===== config.mk =====
export PLATFORM = sky130hd
export DESIGN_NAME = mult4_dot_accum
export DESIGN_NICKNAME = d
export VERILOG_FILES = /design/src/rtl/mult_pkg.sv /design/src/rtl/mult4_dot_s1.sv /design/src/rtl/mult4x4.sv /design/src/rtl/mult4_dot_accum.sv
export SDC_FILE = /design/constraint.sdc
export NUM_CORES = 1
export LEC_CHECK = 0
export ABC_AREA = 1
export CAP_MARGIN = 25
export CORE_MARGIN = 2
export CORE_UTILIZATION = 48
export CTS_BUF_LIST = sky130_fd_sc_hd__clkbuf_16
export CTS_CLUSTER_DIAMETER = 80
export DETAILED_ROUTE_END_ITERATION = 16
export PLACE_DENSITY = 0.73
export SYNTH_ARGS = -nofsm -noshare
export SYNTH_HDL_FRONTEND = slang
export SYNTH_HIERARCHICAL = 1
export SYNTH_SLANG_ARGS = --single-unit

===== constraint.sdc =====
create_clock -name clk -period 5.4 [get_ports clk]
set_input_delay 0.54 -clock clk [delete_from_list [all_inputs] [get_ports clk]]
set_output_delay 0.54 -clock clk [all_outputs]
set_load 0.02 [all_outputs]

===== src/rtl/mult_pkg.sv =====
// Shared widths and types for the 4x4 multiplier and the dot-product stage built on it.
// Latency: n/a (declarations only).
// Backpressure: n/a.
package mult_pkg;

   localparam int OPW   = 4;   // operand width
   localparam int PRODW = 8;   // full product width of an OPW x OPW multiply

   // Accumulation FSM: collect products, let the closing product land, present result.
   typedef enum logic [1:0] {
      ACC   = 2'd0,
      DRAIN = 2'd1,
      HOLD  = 2'd2
   } acc_state_e;

endpackage


===== src/rtl/mult4_dot_s1.sv =====
// S1 operand register plus the multiplier that reads it; product is combinational off the flops.
// Latency: 1 cycle from accept to s1_vld / prod.
// Backpressure: none; the downstream accumulator consumes every cycle, so S1 never stalls.
//   acpt    : load a_in/b_in/last_in this cycle     s1_vld : registered pair is new this cycle
//   s1_last : registered last flag                  prod   : a_q * b_q
module mult4_dot_s1
   import mult_pkg::*;
(
   input  logic             clk,
   input  logic             rst_n,
   input  logic             acpt,
   input  logic [OPW-1:0]   a_in,
   input  logic [OPW-1:0]   b_in,
   input  logic             last_in,
   output logic             s1_vld,
   output logic             s1_last,
   output logic [PRODW-1:0] prod
);

   logic [OPW-1:0] a_q, a_d;
   logic [OPW-1:0] b_q, b_d;
   logic           last_q, last_d;
   logic           vld_q, vld_d;

   always_comb begin
      vld_d  = acpt;
      a_d    = acpt ? a_in    : a_q;
      b_d    = acpt ? b_in    : b_q;
      last_d = acpt ? last_in : last_q;
   end

   always_ff @(posedge clk or negedge rst_n) begin
      if (!rst_n) begin
         vld_q  <= 1'b0;
         a_q    <= '0;
         b_q    <= '0;
         last_q <= 1'b0;
      end else begin
         vld_q  <= vld_d;
         a_q    <= a_d;
         b_q    <= b_d;
         last_q <= last_d;
      end
   end

   mult4x4 u_mult (
      .a (a_q),
      .b (b_q),
      .p (prod)
   );

   assign s1_vld  = vld_q;
   assign s1_last = last_q;

endmodule


===== src/rtl/mult4x4.sv =====
// Combinational 4x4 unsigned multiplier.
// Latency: 0 cycles (pure combinational).
// Backpressure: none; output follows inputs.
//   a, b : operands        p : full 8-bit product
module mult4x4
   import mult_pkg::*;
(
   input  logic [OPW-1:0]   a,
   input  logic [OPW-1:0]   b,
   output logic [PRODW-1:0] p
);

   assign p = PRODW'(a) * PRODW'(b);

endmodule


===== src/rtl/mult4_dot_accum.sv =====
// Dot-product MAC: accumulates a*b over a vector closed by in_last or the length limit.
// Latency: closing pair accepted at edge t -> out_valid after edge t+2.
// Backpressure: in_ready drops from closing accept until the result handshake; out_* held while stalled.
//   in_valid/in_ready/in_a/in_b/in_last : operand stream
//   out_valid/out_ready/out_sum/out_len/out_ovf/out_trunc : one result per vector
module mult4_dot_accum
   import mult_pkg::*;
#(
   parameter int ACC_W = 16,
   parameter int LEN_W = 4
) (
   input  logic             clk,
   input  logic             rst_n,
   input  logic             in_valid,
   output logic             in_ready,
   input  logic [OPW-1:0]   in_a,
   input  logic [OPW-1:0]   in_b,
   input  logic             in_last,
   output logic             out_valid,
   input  logic             out_ready,
   output logic [ACC_W-1:0] out_sum,
   output logic [LEN_W:0]   out_len,
   output logic             out_ovf,
   output logic             out_trunc
);

   // Result widths track the instance parameters.
   typedef struct packed {
      logic [ACC_W-1:0] sum;
      logic [LEN_W:0]   len;
      logic             ovf;
      logic             trunc;
   } res_t;

   localparam logic [LEN_W:0] ONE   = (LEN_W+1)'(1);
   localparam logic [LEN_W:0] LIMIT = ONE << LEN_W;

   acc_state_e       state_q, state_d;
   logic [ACC_W-1:0] acc_q, acc_d;
   logic [LEN_W:0]   cnt_q, cnt_d;
   logic             ovf_q, ovf_d;
   logic             trunc_q, trunc_d;
   res_t             res_q, res_d;
   logic             out_vld_q, out_vld_d;

   logic             accept;
   logic             closing;
   logic             s1_vld;
   logic             s1_last;
   logic [PRODW-1:0] prod;
   logic [ACC_W-1:0] add_val;
   logic [ACC_W:0]   acc_sum;
   logic [LEN_W:0]   cnt_inc;
   logic [LEN_W:0]   pend;

   // Gated with rst_n so in_ready reads 0 for the whole reset window.
   assign in_ready = rst_n & (state_q == ACC);
   assign accept   = in_valid & in_ready;

   mult4_dot_s1 u_s1 (
      .clk     (clk),
      .rst_n   (rst_n),
      .acpt    (accept),
      .a_in    (in_a),
      .b_in    (in_b),
      .last_in (in_last),
      .s1_vld  (s1_vld),
      .s1_last (s1_last),
      .prod    (prod)
   );

   always_comb begin
      add_val = s1_vld ? ACC_W'(prod) : '0;
      acc_sum = {1'b0, acc_q} + {1'b0, add_val};
      cnt_inc = cnt_q + ONE;
      // Elements already taken in this vector: absorbed by S2 plus the one sitting in S1.
      pend    = cnt_q + (LEN_W+1)'(s1_vld);
      closing = in_last | (pend == LIMIT - ONE);

      state_d   = state_q;
      acc_d     = acc_q;
      cnt_d     = cnt_q;
      ovf_d     = ovf_q;
      trunc_d   = trunc_q;
      res_d     = res_q;
      out_vld_d = out_vld_q;

      // S2: fold in whatever S1 holds this cycle.
      if (s1_vld) begin
         acc_d = acc_sum[ACC_W-1:0];
         cnt_d = cnt_inc;
         ovf_d = ovf_q | acc_sum[ACC_W];
         // in_last on the limit element wins: not a truncation.
         if (!s1_last && (cnt_inc == LIMIT)) begin
            trunc_d = 1'b1;
         end
      end

      unique case (state_q)
         ACC: begin
            if (accept && closing) begin
               state_d = DRAIN;
            end
         end
         DRAIN: begin
            // First DRAIN cycle absorbs the closing product; once S1 is empty the totals are final.
            if (!s1_vld) begin
               res_d     = '{sum: acc_d, len: cnt_d, ovf: ovf_d, trunc: trunc_d};
               out_vld_d = 1'b1;
               state_d   = HOLD;
            end
         end
         HOLD: begin
            if (out_ready) begin
               out_vld_d = 1'b0;
               acc_d     = '0;
               cnt_d     = '0;
               ovf_d     = 1'b0;
               trunc_d   = 1'b0;
               state_d   = ACC;
            end
         end
         default: begin
            state_d = ACC;
         end
      endcase
   end

   always_ff @(posedge clk or negedge rst_n) begin
      if (!rst_n) begin
         state_q   <= ACC;
         acc_q     <= '0;
         cnt_q     <= '0;
         ovf_q     <= 1'b0;
         trunc_q   <= 1'b0;
         res_q     <= '0;
         out_vld_q <= 1'b0;
      end else begin
         state_q   <= state_d;
         acc_q     <= acc_d;
         cnt_q     <= cnt_d;
         ovf_q     <= ovf_d;
         trunc_q   <= trunc_d;
         res_q     <= res_d;
         out_vld_q <= out_vld_d;
      end
   end

   assign out_valid = out_vld_q;
   assign out_sum   = res_q.sum;
   assign out_len   = res_q.len;
   assign out_ovf   = res_q.ovf;
   assign out_trunc = res_q.trunc;

endmodule

## Word level (Yosys, flattened, before mapping)

Index checks and enable logic that the tools add are counted.

| word-level totals | value |
|---|---|
| flip-flop bits (word level) | 59 |
| input bits | 13 |
| output and inout bits | 25 |
| logic and storage cells | 59 |

| cells by class | value |
|---|---|
| $add $sub $neg | 3 |
| multipliers | 1 |
| equal/unequal tests | 7 |
| mux-type cells | 21 |
| bitwise gates (word level) | 5 |
| reductions and logical operators | 8 |

Operators with widths:

| operator | count |
|---|---|
| $mux W16 | 3 |
| $add A16 B8 Y17 | 1 |
| $mux W5 | 3 |
| $mux W1 | 9 |
| $mul A4 B4 Y8 | 1 |
| $mux W8 | 1 |
| $mux W2 | 3 |
| $pmux W2 S3 | 1 |
| $reduce_and A3 Y1 | 2 |
| $add A5 B1 Y5 | 1 |
| $add A5 B1 Y5 const B | 1 |
| $eq A5 B4 Y1 const B | 1 |
| $eq A5 B5 Y1 const B | 1 |
| $ne A2 B2 Y1 const B | 2 |
| $and A1 B1 Y1 | 2 |
| $eq A2 B1 Y1 const B | 1 |
| $eq A2 B2 Y1 const B | 1 |
| $logic_and A1 B1 Y1 | 2 |
| $logic_not A2 Y1 | 1 |
| $ne A2 B1 Y1 const B | 1 |
| $or A1 B1 Y1 | 2 |
| $pmux W1 S2 | 1 |
| $reduce_and A2 Y1 | 1 |
| $reduce_bool A2 Y1 | 1 |
| other kinds (2) | 2 |

## Depth between registers and ports, before layout

| depth | value |
|---|---|
| depth after elaboration | 7 |
| depth in mapped cells | 24 |
| gate-level depth less buffers | 24 |

## Hierarchy

The synthesis kept the hierarchy.

By module, submodules not included:

| module | times used | cells each | area an instance (um^2) | sequential area each (um^2) |
|---|---|---|---|---|
| mult4_dot_accum | 1 | 358 | 2808.9 | 1226.2 |
| mult4x4 | 1 | 70 | 467.9 | 0.0 |
| mult4_dot_s1 | 1 | 39 | 366.6 | 250.2 |

## Worst setup path after synthesis

Ideal clock, no wire load.

| timing path | value |
|---|---|
| path kind | register -> register |
| start point | register u_s1.a_q[0] |
| end point | register res_q, in the netlist out_ovf |
| library setup time | 0.123 ns |
| arrival | 3.348 ns |
| data required time | 5.277 ns |
| path slack | 1.929 ns |
| stages on the path, launching flop included | 18 |
| path buffers | 0 |
| period minus slack after synthesis | 3.471 ns |
| cells stage by stage | dfrtp_1 -> nand2_1 -> fa_1 -> inv_1 -> fa_1 -> fa_1 -> nand3_1 -> nand2_1 -> xor2_1 -> nand2_1 -> inv_1 -> ha_1 -> nand2_1 -> inv_1 -> a21oi_2 -> nand2_4 -> a31oi_1 -> o21ai_1 |

| on the way | value |
|---|---|
| cells in the longest elaborated chain, start to end | 5 |

RTL lines:

| item | RTL line | text |
|---|---|---|
| start, declared | mult4_dot_s1.sv:20 | `logic [OPW-1:0] a_q, a_d;` |
| start signal, assigned | mult4_dot_s1.sv:35 | `a_q <= '0;` |
| start signal, assigned | mult4_dot_s1.sv:40 | `a_q <= a_d;` |
| $mul A4 B4 Y8 | mult4x4.sv:13 | `assign p = PRODW'(a) * PRODW'(b);` |
| named net prod[6] | mult4_dot_accum.sv:50 | `logic [PRODW-1:0] prod;` |
| $mux W8 | mult4_dot_accum.sv:73 | `add_val = s1_vld ? ACC_W'(prod) : '0;` |
| $add A16 B8 Y17 | mult4_dot_accum.sv:74 | `acc_sum = {1'b0, acc_q} + {1'b0, add_val};` |
| $or A1 B1 Y1 | mult4_dot_accum.sv:92 | `ovf_d = ovf_q \| acc_sum[ACC_W];` |
| $mux W1 | mult4_dot_accum.sv:89 | `if (s1_vld) begin` |
| end signal, assigned | mult4_dot_accum.sv:144 | `res_q <= res_d;` |
| end, declared | mult4_dot_accum.sv:43 | `res_t res_q, res_d;` |

The timed path passes the listed nets, and every way through them passes these cells.
A chain may end at the register's enable or synchronous reset.

## Worst setup path in the final report

| timing path | value |
|---|---|
| start point | register u_s1.b_q[3] |
| end point | register acc_q[14] |

| on the way | value |
|---|---|
| cells in the longest elaborated chain, start to end | 6 |

RTL lines:

| item | RTL line | text |
|---|---|---|
| start, declared | mult4_dot_s1.sv:21 | `logic [OPW-1:0] b_q, b_d;` |
| start signal, assigned | mult4_dot_s1.sv:36 | `b_q <= '0;` |
| start signal, assigned | mult4_dot_s1.sv:41 | `b_q <= b_d;` |
| $mul A4 B4 Y8 * | mult4x4.sv:13 |  |
| named net prod[6] | mult4_dot_accum.sv:50 |  |
| $mux W8 * | mult4_dot_accum.sv:73 |  |
| $add A16 B8 Y17 * | mult4_dot_accum.sv:74 |  |
| $mux W16 * | mult4_dot_accum.sv:89 |  |
| $mux W16 | mult4_dot_accum.sv:114 | `if (out_ready) begin` |
| $mux W16 * | mult4_dot_accum.sv:99 | `unique case (state_q)` |
| named net acc_d[14] | mult4_dot_accum.sv:39 | `logic [ACC_W-1:0] acc_q, acc_d;` |
| end signal, assigned | mult4_dot_accum.sv:132 | `acc_q <= '0;` |
| end signal, assigned | mult4_dot_accum.sv:140 | `acc_q <= acc_d;` |
| end, declared | mult4_dot_accum.sv:39 |  |

Mark *: on every way through the listed nets, which the timed path passes. The rest lies on a longest branch.

==> results.cfg <==
[power]
swShare_pct = 38.41
p_seq_share_pct = 34.6
p_per_area_mw_per_mm2 = 499.8
p_leak_nw = 2.432
comb_power_share_pct = 40.4
ir_drop_mv = 0.2454
pwr-share-clk_pct = 25.1
intPower_w = 0.001338
power_switching_w = 0.0008347

[placement]
place.gp.congestion = 0.8831
portBuffers = 37
dp_slack_ns = 1.679
place_area_mm2 = 0.004065
dpl.hpwl_um = 5274

[sta]
fin_skew_ns = 0.006332
period_share_pct = 69.06
tns_ns = 0
setup_violations = 0
min_period_ns = 3.729
worstMarginPinSlew_ns = 0.7297
setup_ws_ns = 1.671
fmax_mhz = 268.1
finalMaxSlewViolations = 0
rsz0062_at_grt = no
final-hold-violation-count = 0
relSlewSlack_pct = 51.36

[clock_network]
cts_buffers = 9
cts_setup_buffers = 0
clock_latency_ns = 0.32
clk_path_buf_depth = 2
clock-sinks = 59
htreeDepth = 3
path_clk_slew_ns = 0.05
cts_root_buffer = clkbuf_16
hold_buffers = 0
cts_tree = built
ctsResizeCount = 0

[drt]
vias = 3022
wl_per_cell_um = 12.19
drc = 0
post_drt_via_cell_ratio = 4.979
first_pass_iters = 4
wl_um = 7402
final_antenna_net_count = 0
drt_iter0_markers = 118

[setup_path]
worstSetupEndpointType = register
required_ns = 5.59
crit_path_max_fanout = 6
cpPeakStageDelay_ns = 0.55
r2r_end = acc_q[14]
arrival_ns = 3.92
critPathKind = reg2reg
worst-r2r-setup-slack_ns = 1.67
reg2reg_from = u_s1/b_q[3]
reg2reg_depth = 20
cp_common_cell = nand2_1
path_cells = nand2_1, fa_1, inv_1, fa_1, fa_1, nand3_1, nand2_1, xor2_1, nand2_1, inv_1, ha_1, nand2_1, nor2_2, nand3_2, nand2_4, nand3_2, nor2_1, nand2_1, nand2_1, nor2_1
critPathLaunchType = register
crit_slowest_cell = fa_1

[global_route]
grt_busiest_layer = met2
met2_usage_pct = 32.22
grt.overflow.total = 0
grt_start_max_net_pins = 60
grt_pass1_wl_um = 13160
antenna_found_initial = 0
gr-usage-met3_pct = 3.071
grt_pass1_vias = 2998
grt_util_all_layers_pct = 19.45
met1_usage_pct = 25.47

[layout]
multi_input_area_mm2 = 0.001822
final_cell_mix = nand2_1, inv_1, dfrtp_1, clkdlybuf4s50_1, nor2_1
fillers = 715
layout_commonest_cell = nand2_1
area_delta_synth_final_pct = 19.33
seqCellArea_mm2 = 0.001476
final_cell_area_mm2 = 0.004348
fin_nets = 546
drive_above_1_share_pct = 7.480
n_antenna_cell = 0

[logic_synthesis]
synthDistinctLibCells = 39
yosysWarningCount = 6
synth_top_area_share_pct = 40.52
yosysTopAreaCell = dfrtp_1
ys_ff_latch = 59
syn_area_mm2 = 0.003643
avgSynthCellArea_um2 = 7.802
synth_area_leaders = dfrtp_1, nand2_1, ha_1, inv_1, nand3_1
syn_nets = 509
synth_seq_area_share_pct = 40.52
syn_inst = 467

[run]
cap_violations = 0

[die]
dieArea_mm2 = 0.008304
die_w_um = 91.13
core-area_mm2 = 0.007292
io-pin-count = 38
die_h_um = 91.13
start_util_pct = 49.97
rows = 31

[hold_path]
hold_path_class = in2async

[status]
status = complete, no violations
[layout make-up]
type | count | area share [%]
Inverter | 70 | 6.043
Tap cell | 99 | 2.849
Multi-Input combinational cell | 325 | 41.90
Clock inverter | 6 | 1.324
Sequential cell | 59 | 33.96
Clock buffer | 9 | 5.180
Timing Repair Buffer | 39 | 8.748
[critical path: cells and delay by family, from the launching register on]
family | cells | cell delay [ns]
adder cells (fa/ha/maj) | 4 | 1.89
AND/OR/NAND/NOR | 13 | 1.06
flip-flops | 1 | 0.40
XOR/XNOR | 1 | 0.14
buffers and inverters | 2 | 0.10
[cell usage after synthesis]
cell type	number
nand3b_1	1
nand3_2	5
a31oi_1	1
nand2_2	2
and2_1	1
o21ai_2	1
o21a_1	1
buf_4	3
o21bai_1	2
o21ai_1	9
nand3_1	22
a21boi_1	1
buf_1	1
nand2_1	168
mux2_1	3
clkbuf_1	1
o31ai_1	1
fa_1	5
xor2_1	9
a21oi_1	10
a211oi_1	2
o211ai_1	4
inv_1	63
nand3_4	1
buf_2	6
a21oi_2	1
xnor2_1	3
o21ai_0	4
nor2_2	2
buf_6	2
inv_2	7
ha_1	24
mux2i_1	1
nor4_2	1
nor3b_1	1
nor2_1	26
dfrtp_1	59
nand2_4	1
nand4_1	12
[kinds of logic after synthesis]
logic type | count (synthesis) | synth area share, %
compound gates | 37 | 6.079
xor+xnor | 12 | 2.885
fa+ha+maj | 29 | 10.99
buf+inv | 83 | 9.478
flops | 59 | 40.52
mux | 4 | 1.202
simple gates | 243 | 28.85
[state kept, by name, summed over array words and instances (netlist names)]
name,cells
acc_q,16
out_sum,16
cnt_q,5
out_len,5
u_s1/a_q,4
u_s1/b_q,4
state_q,2
out_ovf,1
out_trunc,1
out_valid,1
ovf_q,1
trunc_q,1
u_s1/s1_last,1
u_s1/s1_vld,1
[how the worst max path moves through the flow]
stage	from	endpoint	depth (start not counted)
after global placement	u_s1/a_q[0]	acc_q[14]	20
final	u_s1/b_q[3]	acc_q[14]	20
after CTS	u_s1/b_q[3]	acc_q[14]	20
after floorplan	u_s1/a_q[0]	out_ovf	17
after global routing	u_s1/b_q[3]	acc_q[14]	20
after detailed placement	u_s1/b_q[3]	acc_q[14]	20
[power by group through the flow]
stage               clock network, W  logic [W]  registers (W)
floorplan                          0   0.000515       0.000819
global placement                   0   0.000857       0.000750
detailed placement                 0   0.000877       0.000755
CTS                         0.000550   0.000887       0.000750
global route                0.000568   0.000986       0.000777
finish                      0.000545   0.000877       0.000751
[layer usage]
metal	wire, um	share of wire [%]
met5	0	0
met4	129	1.7
met3	251	3.4
met2	3455	47
met1	3565	48
[per-stage QoR]
| step | std cells | hold WS (ns) | utilization, % | total power, W |
|---|---|---|---|---|
| after floorplan | 467 | 0.2444 | - | 0.001333 |
| after global placement | 592 | 0.4527 | 55.75 | 0.001607 |
| after detailed placement | 592 | 0.4597 | 55.75 | 0.001632 |
| after CTS | 607 | 0.4659 | 59.63 | 0.002186 |
| after global routing | 607 | 0.4999 | 59.63 | 0.002331 |
| final | 607 | 0.4149 | 59.63 | 0.002173 |
Power figures use the tool's default switching activity.
